[src/rtl/MemoryController_Definitions.sv]
// Shared memory-controller definitions, including the read-return beat type
// carried from the data buffer through the output skid.
package MemoryController_Definitions;

  localparam int MEM_DATAWIDTH = 32;
  localparam int RD_SKID_DEPTH = 2;

  typedef struct packed {
    logic [MEM_DATAWIDTH-1:0] data;
    logic                     last;
  } rd_beat_t;

endpackage

[src/rtl/read_return_skid.sv]
// Two-entry push/pop FIFO of read-return beats; push and pop may coincide,
// including when both entries are occupied.
module read_return_skid
  import MemoryController_Definitions::*;
(
  input  logic       clk_i,
  input  logic       rst_ni,
  input  logic       push_i,
  input  rd_beat_t   push_beat_i,
  input  logic       pop_i,
  output rd_beat_t   head_o,
  output logic [1:0] cnt_o
);

  rd_beat_t   mem_q [RD_SKID_DEPTH];
  logic       wr_idx_q, wr_idx_d;
  logic       rd_idx_q, rd_idx_d;
  logic [1:0] cnt_q, cnt_d;

  always_comb begin
    wr_idx_d = wr_idx_q ^ push_i;
    rd_idx_d = rd_idx_q ^ pop_i;
    cnt_d    = cnt_q + {1'b0, push_i} - {1'b0, pop_i};
  end

  always_ff @(posedge clk_i or negedge rst_ni) begin
    if (!rst_ni) begin
      wr_idx_q <= 1'b0;
      rd_idx_q <= 1'b0;
      cnt_q    <= 2'd0;
    end else begin
      wr_idx_q <= wr_idx_d;
      rd_idx_q <= rd_idx_d;
      cnt_q    <= cnt_d;
    end
  end

  // When full, the written slot is the head being popped this same cycle.
  always_ff @(posedge clk_i) begin
    if (push_i) mem_q[wr_idx_q] <= push_beat_i;
  end

  assign head_o = mem_q[rd_idx_q];
  assign cnt_o  = cnt_q;

endmodule

[src/rtl/read_return_ctrl.sv]
// Read-return pointer/flow controller: PHY beats -> data buffer -> 2-entry skid -> cache.
// Optional simulation checks are enabled with `define READ_RETURN_ASSERT_EN.
module read_return_ctrl
  import MemoryController_Definitions::*;
#(
  parameter  int BufferDepth = 16,
  localparam int PW          = $clog2(BufferDepth)
) (
  input  logic                     clk,
  input  logic                     rst,
  input  logic                     phy_valid,
  input  logic [MEM_DATAWIDTH-1:0] phy_data,
  input  logic                     phy_last,
  output logic                     buf_we,
  output logic [PW-1:0]            buf_writePtr,
  output logic [MEM_DATAWIDTH-1:0] buf_wdata,
  output logic                     buf_re,
  output logic [PW-1:0]            buf_readPtr,
  input  logic [MEM_DATAWIDTH-1:0] buf_rdata,
  output logic                     cache_valid,
  output logic [MEM_DATAWIDTH-1:0] cache_data,
  output logic                     cache_last,
  input  logic                     cache_ready,
  output logic [PW:0]              free_cnt,
  output logic                     overflow
);

  localparam logic [PW:0] DEPTH_C = (PW+1)'(BufferDepth);

  logic [PW-1:0] wr_ptr_q, wr_ptr_d;
  logic [PW-1:0] rd_ptr_q, rd_ptr_d;
  logic [PW:0]   count_q, count_d;
  logic          inflight_q;
  logic          last_p1_q;
  logic          overflow_q, overflow_d;
  logic          last_q [BufferDepth];

  logic          full;
  logic          pop;
  logic [2:0]    pending;
  logic [1:0]    skid_cnt;
  rd_beat_t      skid_head;
  rd_beat_t      cap_beat;

  assign full    = (count_q == DEPTH_C);
  assign pop     = cache_valid && cache_ready;
  assign pending = {1'b0, skid_cnt} + {2'b0, inflight_q} - {2'b0, pop};

  assign buf_we       = phy_valid && !full;
  assign buf_writePtr = wr_ptr_q;
  assign buf_wdata    = phy_data;
  // Reserve a skid slot for every read in flight so the skid never overruns.
  assign buf_re       = (count_q != '0) && (pending < 3'd2);
  assign buf_readPtr  = rd_ptr_q;

  assign free_cnt = DEPTH_C - count_q;
  assign overflow = overflow_q;

  always_comb begin
    wr_ptr_d   = wr_ptr_q;
    rd_ptr_d   = rd_ptr_q;
    overflow_d = overflow_q;
    if (buf_we) wr_ptr_d = wr_ptr_q + PW'(1);
    if (buf_re) rd_ptr_d = rd_ptr_q + PW'(1);
    if (phy_valid && full) overflow_d = 1'b1;
    count_d = count_q + (PW+1)'(buf_we) - (PW+1)'(buf_re);
  end

  always_ff @(posedge clk or negedge rst) begin
    if (!rst) begin
      wr_ptr_q   <= '0;
      rd_ptr_q   <= '0;
      count_q    <= '0;
      inflight_q <= 1'b0;
      overflow_q <= 1'b0;
    end else begin
      wr_ptr_q   <= wr_ptr_d;
      rd_ptr_q   <= rd_ptr_d;
      count_q    <= count_d;
      inflight_q <= buf_re;
      overflow_q <= overflow_d;
    end
  end

  // Stage 1: last flag travels with the buffer's registered read.
  always_ff @(posedge clk) begin
    if (buf_we) last_q[wr_ptr_q] <= phy_last;
    if (buf_re) last_p1_q <= last_q[rd_ptr_q];
  end

  // Stage 2: capture into the output skid.
  assign cap_beat = {buf_rdata, last_p1_q};

  read_return_skid u_skid (
    .clk_i       (clk),
    .rst_ni      (rst),
    .push_i      (inflight_q),
    .push_beat_i (cap_beat),
    .pop_i       (pop),
    .head_o      (skid_head),
    .cnt_o       (skid_cnt)
  );

  assign cache_valid = (skid_cnt != 2'd0);
  assign cache_data  = cache_valid ? skid_head.data : '0;
  assign cache_last  = cache_valid && skid_head.last;

`ifdef READ_RETURN_ASSERT_EN
  always @(posedge clk) begin
    if (rst) begin
      if (phy_valid && full)
        $fatal(1, "read_return_ctrl: beat arrived while buffer full");
      if (buf_re && buf_we && (buf_readPtr == buf_writePtr))
        $fatal(1, "read_return_ctrl: same-address read and write");
      if (count_q > DEPTH_C)
        $fatal(1, "read_return_ctrl: occupancy out of range");
      if (skid_cnt > 2'(RD_SKID_DEPTH))
        $fatal(1, "read_return_ctrl: skid count out of range");
    end
  end

  property p_stall_stable;
    @(posedge clk) disable iff (!rst)
      (cache_valid && !cache_ready) |=> (cache_valid && $stable(cache_data));
  endproperty
  a_stall_stable: assert property (p_stall_stable)
    else $fatal(1, "read_return_ctrl: output changed while stalled");
`else
  // Overflow remains observable through the sticky overflow output.
`endif

endmodule
[config.mk]
export PLATFORM = sky130hd
export DESIGN_NAME = read_return_ctrl
export DESIGN_NICKNAME = d
export VERILOG_FILES = /design/src/rtl/MemoryController_Definitions.sv /design/src/rtl/read_return_skid.sv /design/src/rtl/read_return_ctrl.sv
export SDC_FILE = /design/constraint.sdc
export NUM_CORES = 1
export LEC_CHECK = 0
export ABC_CLOCK_PERIOD_IN_PS = 9300
export BUFFER_PORTS_ARGS = -buffer_cell sky130_fd_sc_hd__buf_2
export CAP_MARGIN = 20
export CORE_ASPECT_RATIO = 1.1
export CORE_MARGIN = 4
export CORE_UTILIZATION = 45
export CTS_BUF_LIST = sky130_fd_sc_hd__clkbuf_8
export CTS_CLUSTER_DIAMETER = 150
export CTS_CLUSTER_SIZE = 40
export DETAILED_ROUTE_END_ITERATION = 10
export PLACE_DENSITY = 0.77
export SLEW_MARGIN = 15
export SYNTH_ARGS = -nofsm -noshare
export SYNTH_HDL_FRONTEND = slang
export SYNTH_SLANG_ARGS = --single-unit
[constraint.sdc]
create_clock -name clk -period 9.3 [get_ports clk]
set_input_delay 0 -clock clk [delete_from_list [all_inputs] [get_ports clk]]
set_output_delay 0 -clock clk [all_outputs]
set_load 0.05 [all_outputs]
Word level (Yosys, flattened, before mapping)
Memories as Yosys holds them, arrays and structs flattened. A register that Yosys moved wholly into a read port is not among the register bits.
Index checks and enable logic that the tools add are counted.
- output and inout bits: 82
- memories kept: 2
- memory bits (writable): 82
- register bits after elaboration: 19
- reduce and logical (&&, ||, !) cells: 8
- bitwise operators: 2
- eq/ne operators: 1
- add/subtract/negate cells: 9
- multiplexer cells: 5
- $lt $le $gt $ge: 1
- memories (memory ; words ; bits a word ; rd ports ; clocked after memory_dff ; write ports ; RTL line ; text):
    u_skid.mem_q ; 2 ; 33 ; 1 ; 0 ; 1 ; read_return_skid.sv:15 ; rd_beat_t mem_q [RD_SKID_DEPTH];
    last_q ; 16 ; 1 ; 1 ; 1 ; 1 ; read_return_ctrl.sv:36 ; logic last_q [BufferDepth];
- operators with widths (kind ; count):
    $mux W32 ; 1
    $add A4 B1 Y4 const B ; 2
    $add A5 B1 Y5 ; 1
    $eq A5 B5 Y1 const B ; 1
    $logic_and A1 B1 Y1 ; 5
    $reduce_bool A5 Y1 ; 1
    $sub A5 B1 Y5 ; 1
    $sub A5 B5 Y5 const A ; 1
    $mux W1 ; 4
    $add A2 B1 Y3 ; 1
    $lt A3 B2 Y1 const B ; 1
    $sub A3 B1 Y3 ; 1
    $add A2 B1 Y2 ; 1
    $reduce_bool A2 Y1 ; 1
    $sub A2 B1 Y2 ; 1
    $xor A1 B1 Y1 ; 2
    $logic_not A1 Y1 ; 1

Depth between registers and ports, before layout
- depth in word-level cells: 6
- gate-level depth with buffers: 17
- depth with buffers taken out: 17

By module
A second synthesis with hierarchy kept.
- cell total of the unflattened synthesis: 321
- area total of the unflattened synthesis: 4898.4 µm²
- modules (own cells, without submodules) (module ; sequential area each (µm²) ; area an instance (µm²) ; cells each ; times used):
    read_return_skid ; 2082.0 ; 2731.4 ; 117 ; 1
    read_return_ctrl ; 885.8 ; 2167.1 ; 204 ; 1

Worst setup path before layout
Ideal clock, no wire load.
- path type: reg-to-reg
- from: register u_skid.cnt_q[1] (netlist: u_skid.cnt_o[1])
- to: register count_q[4]
- slack: 5463 ps
- data arrival time: 3712 ps
- data required time: 9176 ps
- stages on the path, launching flop included: 17
- path buffers: 0
- cells stage by stage: dfrtp_1 > nor2_1 > nor2b_1 > ha_1 > inv_1 > ha_1 > fa_1 > nor3_4 > ha_1 > inv_1 > ha_1 > inv_1 > fa_1 > nor2_1 > nor2_1 > o21bai_1 > xnor2_1
- word-level cells in the longest chain between the ends: 6
- ends and longest elaborated chain (what ; RTL line ; text):
    start, declared ; read_return_skid.sv:18 ; logic [1:0] cnt_q, cnt_d;
    start signal, assigned ; read_return_skid.sv:34 ; cnt_q <= cnt_d;
    parallel branches: the longest is 2 deep, another holds $add A2 B1 Y3 ; -- ;
    $sub A3 B1 Y3 (*) ; read_return_ctrl.sv:47 ; assign pending = {1'b0, skid_cnt} + {2'b0, inflight_q} - {2'b0, pop};
    named net pending[1] ; read_return_ctrl.sv:40 ; logic [2:0] pending;
    $lt A3 B2 Y1 (*) ; read_return_ctrl.sv:53 ; assign buf_re = (count_q != '0) && (pending < 3'd2);
    $logic_and A1 B1 Y1 (*) ; read_return_ctrl.sv:53 ;
    named net buf_re ; read_return_ctrl.sv:17 ; output logic buf_re,
    $sub A5 B1 Y5 (*) ; read_return_ctrl.sv:66 ; count_d = count_q + (PW+1)'(buf_we) - (PW+1)'(buf_re);
    named net count_d[4] ; read_return_ctrl.sv:32 ; logic [PW:0] count_q, count_d;
    end signal, assigned ; read_return_ctrl.sv:79 ; count_q <= count_d;
    end, declared ; read_return_ctrl.sv:32 ;
Mark *: on every way through the listed nets, which the timed path passes.
A chain may end at the register's enable or synchronous reset.

Worst setup path in the final report
- from: register u_skid.cnt_q[1] (netlist: u_skid.cnt_o[1])
- to: register count_q[4]
- word-level cells in the longest chain between the ends: 6
- ends and longest elaborated chain (what ; RTL line):
    parallel branches: the longest is 2 deep, another holds $add A2 B1 Y3 ; --
    $sub A3 B1 Y3 (*) ; read_return_ctrl.sv:47
    named net pending[1] ; read_return_ctrl.sv:40
    $lt A3 B2 Y1 (*) ; read_return_ctrl.sv:53
    $logic_and A1 B1 Y1 (*) ; read_return_ctrl.sv:53
    $sub A5 B1 Y5 (*) ; read_return_ctrl.sv:66
    named net count_d[4] ; read_return_ctrl.sv:32
Marked as above.

==> impl_metrics.ini <==
[status]
status = finished, final reports clean

[clock_network]
cts_setup_buffers = 0
cts_tree = done
cts.htree.levels = 3
cts.sink_count = 102
cts.path.max_buffers = 2
clock_latency_ns = 0.35
cts_buffers = 9
root_buffer = clkbuf_8
path_clk_slew_ns = 0.08

[logic_synthesis]
synth.distinct_cells = 30
yosysWarnings = 0
synth.avg_cell_area_sq_um = 14.34
synth.cell_area_sq_um = 4573
syn-instance-count = 319
yosysTopAreaCellShare_pct = 54.50
yosys-top-cells-area = edfxtp_1 55%, dfrtp_1 10%, mux2i_1 8.1%
synth_edf_count = 83
yosysMostFrequentCell = edfxtp_1
ys_ff_latch = 102
yosys.area.top_type = edfxtp_1
syn_nets = 409
synthTopCellsByCount = 83 x edfxtp_1, 39 x nor2_1, 37 x mux2i_1
synth_top_flop_cell = edfxtp_1
async_flop_share_pct = 18.63
ys_seq_area_share_pct = 64.90

[global_routing]
grt_pass1_wl_um = 13480
antenna_found_initial = 0
grt_max_degree = 36
overflow = 0
grt_pass1_vias = 2765
grt_usage_pct = 14.22

[final_layout]
num-nets-final = 502
synthToLayoutAreaGrowth_pct = 18.60
antenna_cells = 0
drive_above_1_share_pct = 26.14

[sta]
period_share_pct = 42.00
post-route-min-period_ns = 3.906
setup_violations = 0
fmax_mhz = 256.0
worst_clock_skew_ns = 0.01306
slew_headroom_pct = 31.84
worst_pin_slew_ns = 1.022
hold_viol = 0
fin_tns_setup_ns = 0
slew_violations = 0
rsz0062_at_grt = false

[critical_path]
required_ns = 9.57
endpoint_kind = flop
path_max_fanout = 35
start_kind = flop
arrival_ns = 4.18
crit_type = reg -> reg

[placement]
port_buffers = 86
place.gp.congestion = 0.7777
hpwl_um = 5417

[floorplan]
io_pins = 151
die-area_sq_um = 11840
rows = 38
start_util_pct = 46.24
die_h_um = 113.7
coreArea_sq_um = 9889
die_w_um = 104.1

[routing]
ant_nets = 0
drtIter0Drc = 114
vias = 2593
route.detailed.drc = 0
drt-total-wl_um = 8119
dr.pass1.iters = 4
wl_per_cell_um = 15.12
vias_per_cell = 4.829

[run]
drv_cap = 0

[min_path]
hp-class = in -> out
[cells by family after synthesis]
logic type               count (synthesis)  share of synthesized area (%)
AND/OR/NAND/NOR                         72                          7.716
flip-flops                             102                          64.90
multiplexers                            40                          9.330
adder cells (fa/ha/maj)                 21                          6.074
AO/OA/AOI/OAI                            8                          1.204
XOR/XNOR                                14                          2.681
buffers and inverters                   62                          8.098
[flip-flops by register name (all words and copies together), names as in the netlist]
name / count
u_skid.mem_q: 66
last_q: 16
count_q: 5
buf_readPtr: 4
buf_writePtr: 4
u_skid.cnt_o: 2
inflight_q: 1
last_p1_q: 1
overflow: 1
u_skid.rd_idx_q: 1
u_skid.wr_idx_q: 1
[final timing paths]
kind | end | cells past startpoint | slack (ns) | start
min in group asynchronous | buf_writePtr[2]$_DFFE_PN0P_ | 2 | 0.12 | rst
min reg2reg | u_skid.mem_q[0][0]$_DFFE_PP_ | 0 | 0.47 | last_p1_q$_DFFE_PP_
max | count_q[4]$_DFF_PN0_ | 17 | 5.39 | u_skid.cnt_o[1]$_DFF_PN0_
max reg2reg | count_q[4]$_DFF_PN0_ | 17 | 5.39 | u_skid.cnt_o[1]$_DFF_PN0_
max in group asynchronous | u_skid.rd_idx_q$_DFF_PN0_ | 2 | 8.82 | rst
min | buf_wdata[12] | 0 | 0.00002 | phy_data[12]
[routing by layer]
| metal | up-vias | routed length (um) | GRT usage, % |
|---|---|---|---|
| met5 | - | 0 | 0 |
| met4 | 0 | 73 | 4.167 |
| met3 | 9 | 597 | 5.150 |
| met2 | 83 | 4025 | 24.58 |
| met1 | 1251 | 3422 | 16.82 |
| li1 | 1250 | - | - |
[area by class of cell]
| cell class | count | area (sq um) |
|---|---|---|
| inverters | 20 | 75.07 |
| well taps | 120 | 150.1 |
| clock inverters | 7 | 65.06 |
| clock buffers | 9 | 123.9 |
| flip-flops and latches | 102 | 2969 |
| multi-input cells | 155 | 1237 |
| repair buffers | 124 | 803.3 |
| fillers | 804 | 4466 |
[critical path: stages, from the launching register on]
cell and delay, ns:
dfrtp_1 0.43, nor2_2 0.09, buf_4 0.34, nor2b_1 0.13
ha_1 0.29, inv_1 0.04, ha_1 0.18, fa_1 0.51
nor3_4 0.39, ha_1 0.30, inv_1 0.06, ha_1 0.16
inv_1 0.06, fa_1 0.41, nor2_1 0.14, nor2_1 0.05
o21bai_1 0.15, xnor2_1 0.13
[placed cells by master (no fill, tap or decap)]
cell type / count
a21o_1: 1
a21oi_1: 1
a221oi_1: 2
a22oi_1: 1
and2_1: 18
and3_1: 1
and3b_1: 1
buf_2: 86
buf_4: 3
bufinv_16: 1
clkbuf_8: 9
clkinv_1: 1
clkinv_2: 2
clkinv_4: 1
dfrtp_1: 18
dfrtp_2: 1
dlygate4sd3_1: 35
edfxtp_1: 83
fa_1: 2
ha_1: 19
inv_1: 21
inv_6: 1
mux2_2: 1
mux2i_1: 37
mux4_2: 2
nand2_1: 5
nand3_1: 1
nand4_1: 1
nor2_1: 38
nor2_2: 1
nor2b_1: 4
nor3_4: 1
nor3b_1: 1
o21ai_0: 2
o21bai_1: 1
xnor2_1: 9
xor2_1: 5
[what timing repair did]
item | 4_1_cts | 5_1_grt
resized for setup | 0 | 0
hold buffers | 35 | 0
endpoints found under the hold margin | 95 | 0
[metrics by stage]
step	cells	instance area (sq um)	util (%)	setup slack [ns]	hold WS, ns
floorplan	319	4573	-	5.463	-0.2956
global route	537	5424	54.85	5.130	0.00007183
detailed placement	486	4885	49.39	5.370	-0.01988
global placement	486	4885	49.39	5.559	-0.03481
finish	537	5424	54.85	5.394	0.00002195
CTS	537	5424	54.85	5.334	0.0003409
Power is left out: the tool's default activity adds up to more than one toggle a clock period on the data nets, which glitch-free logic cannot reach.
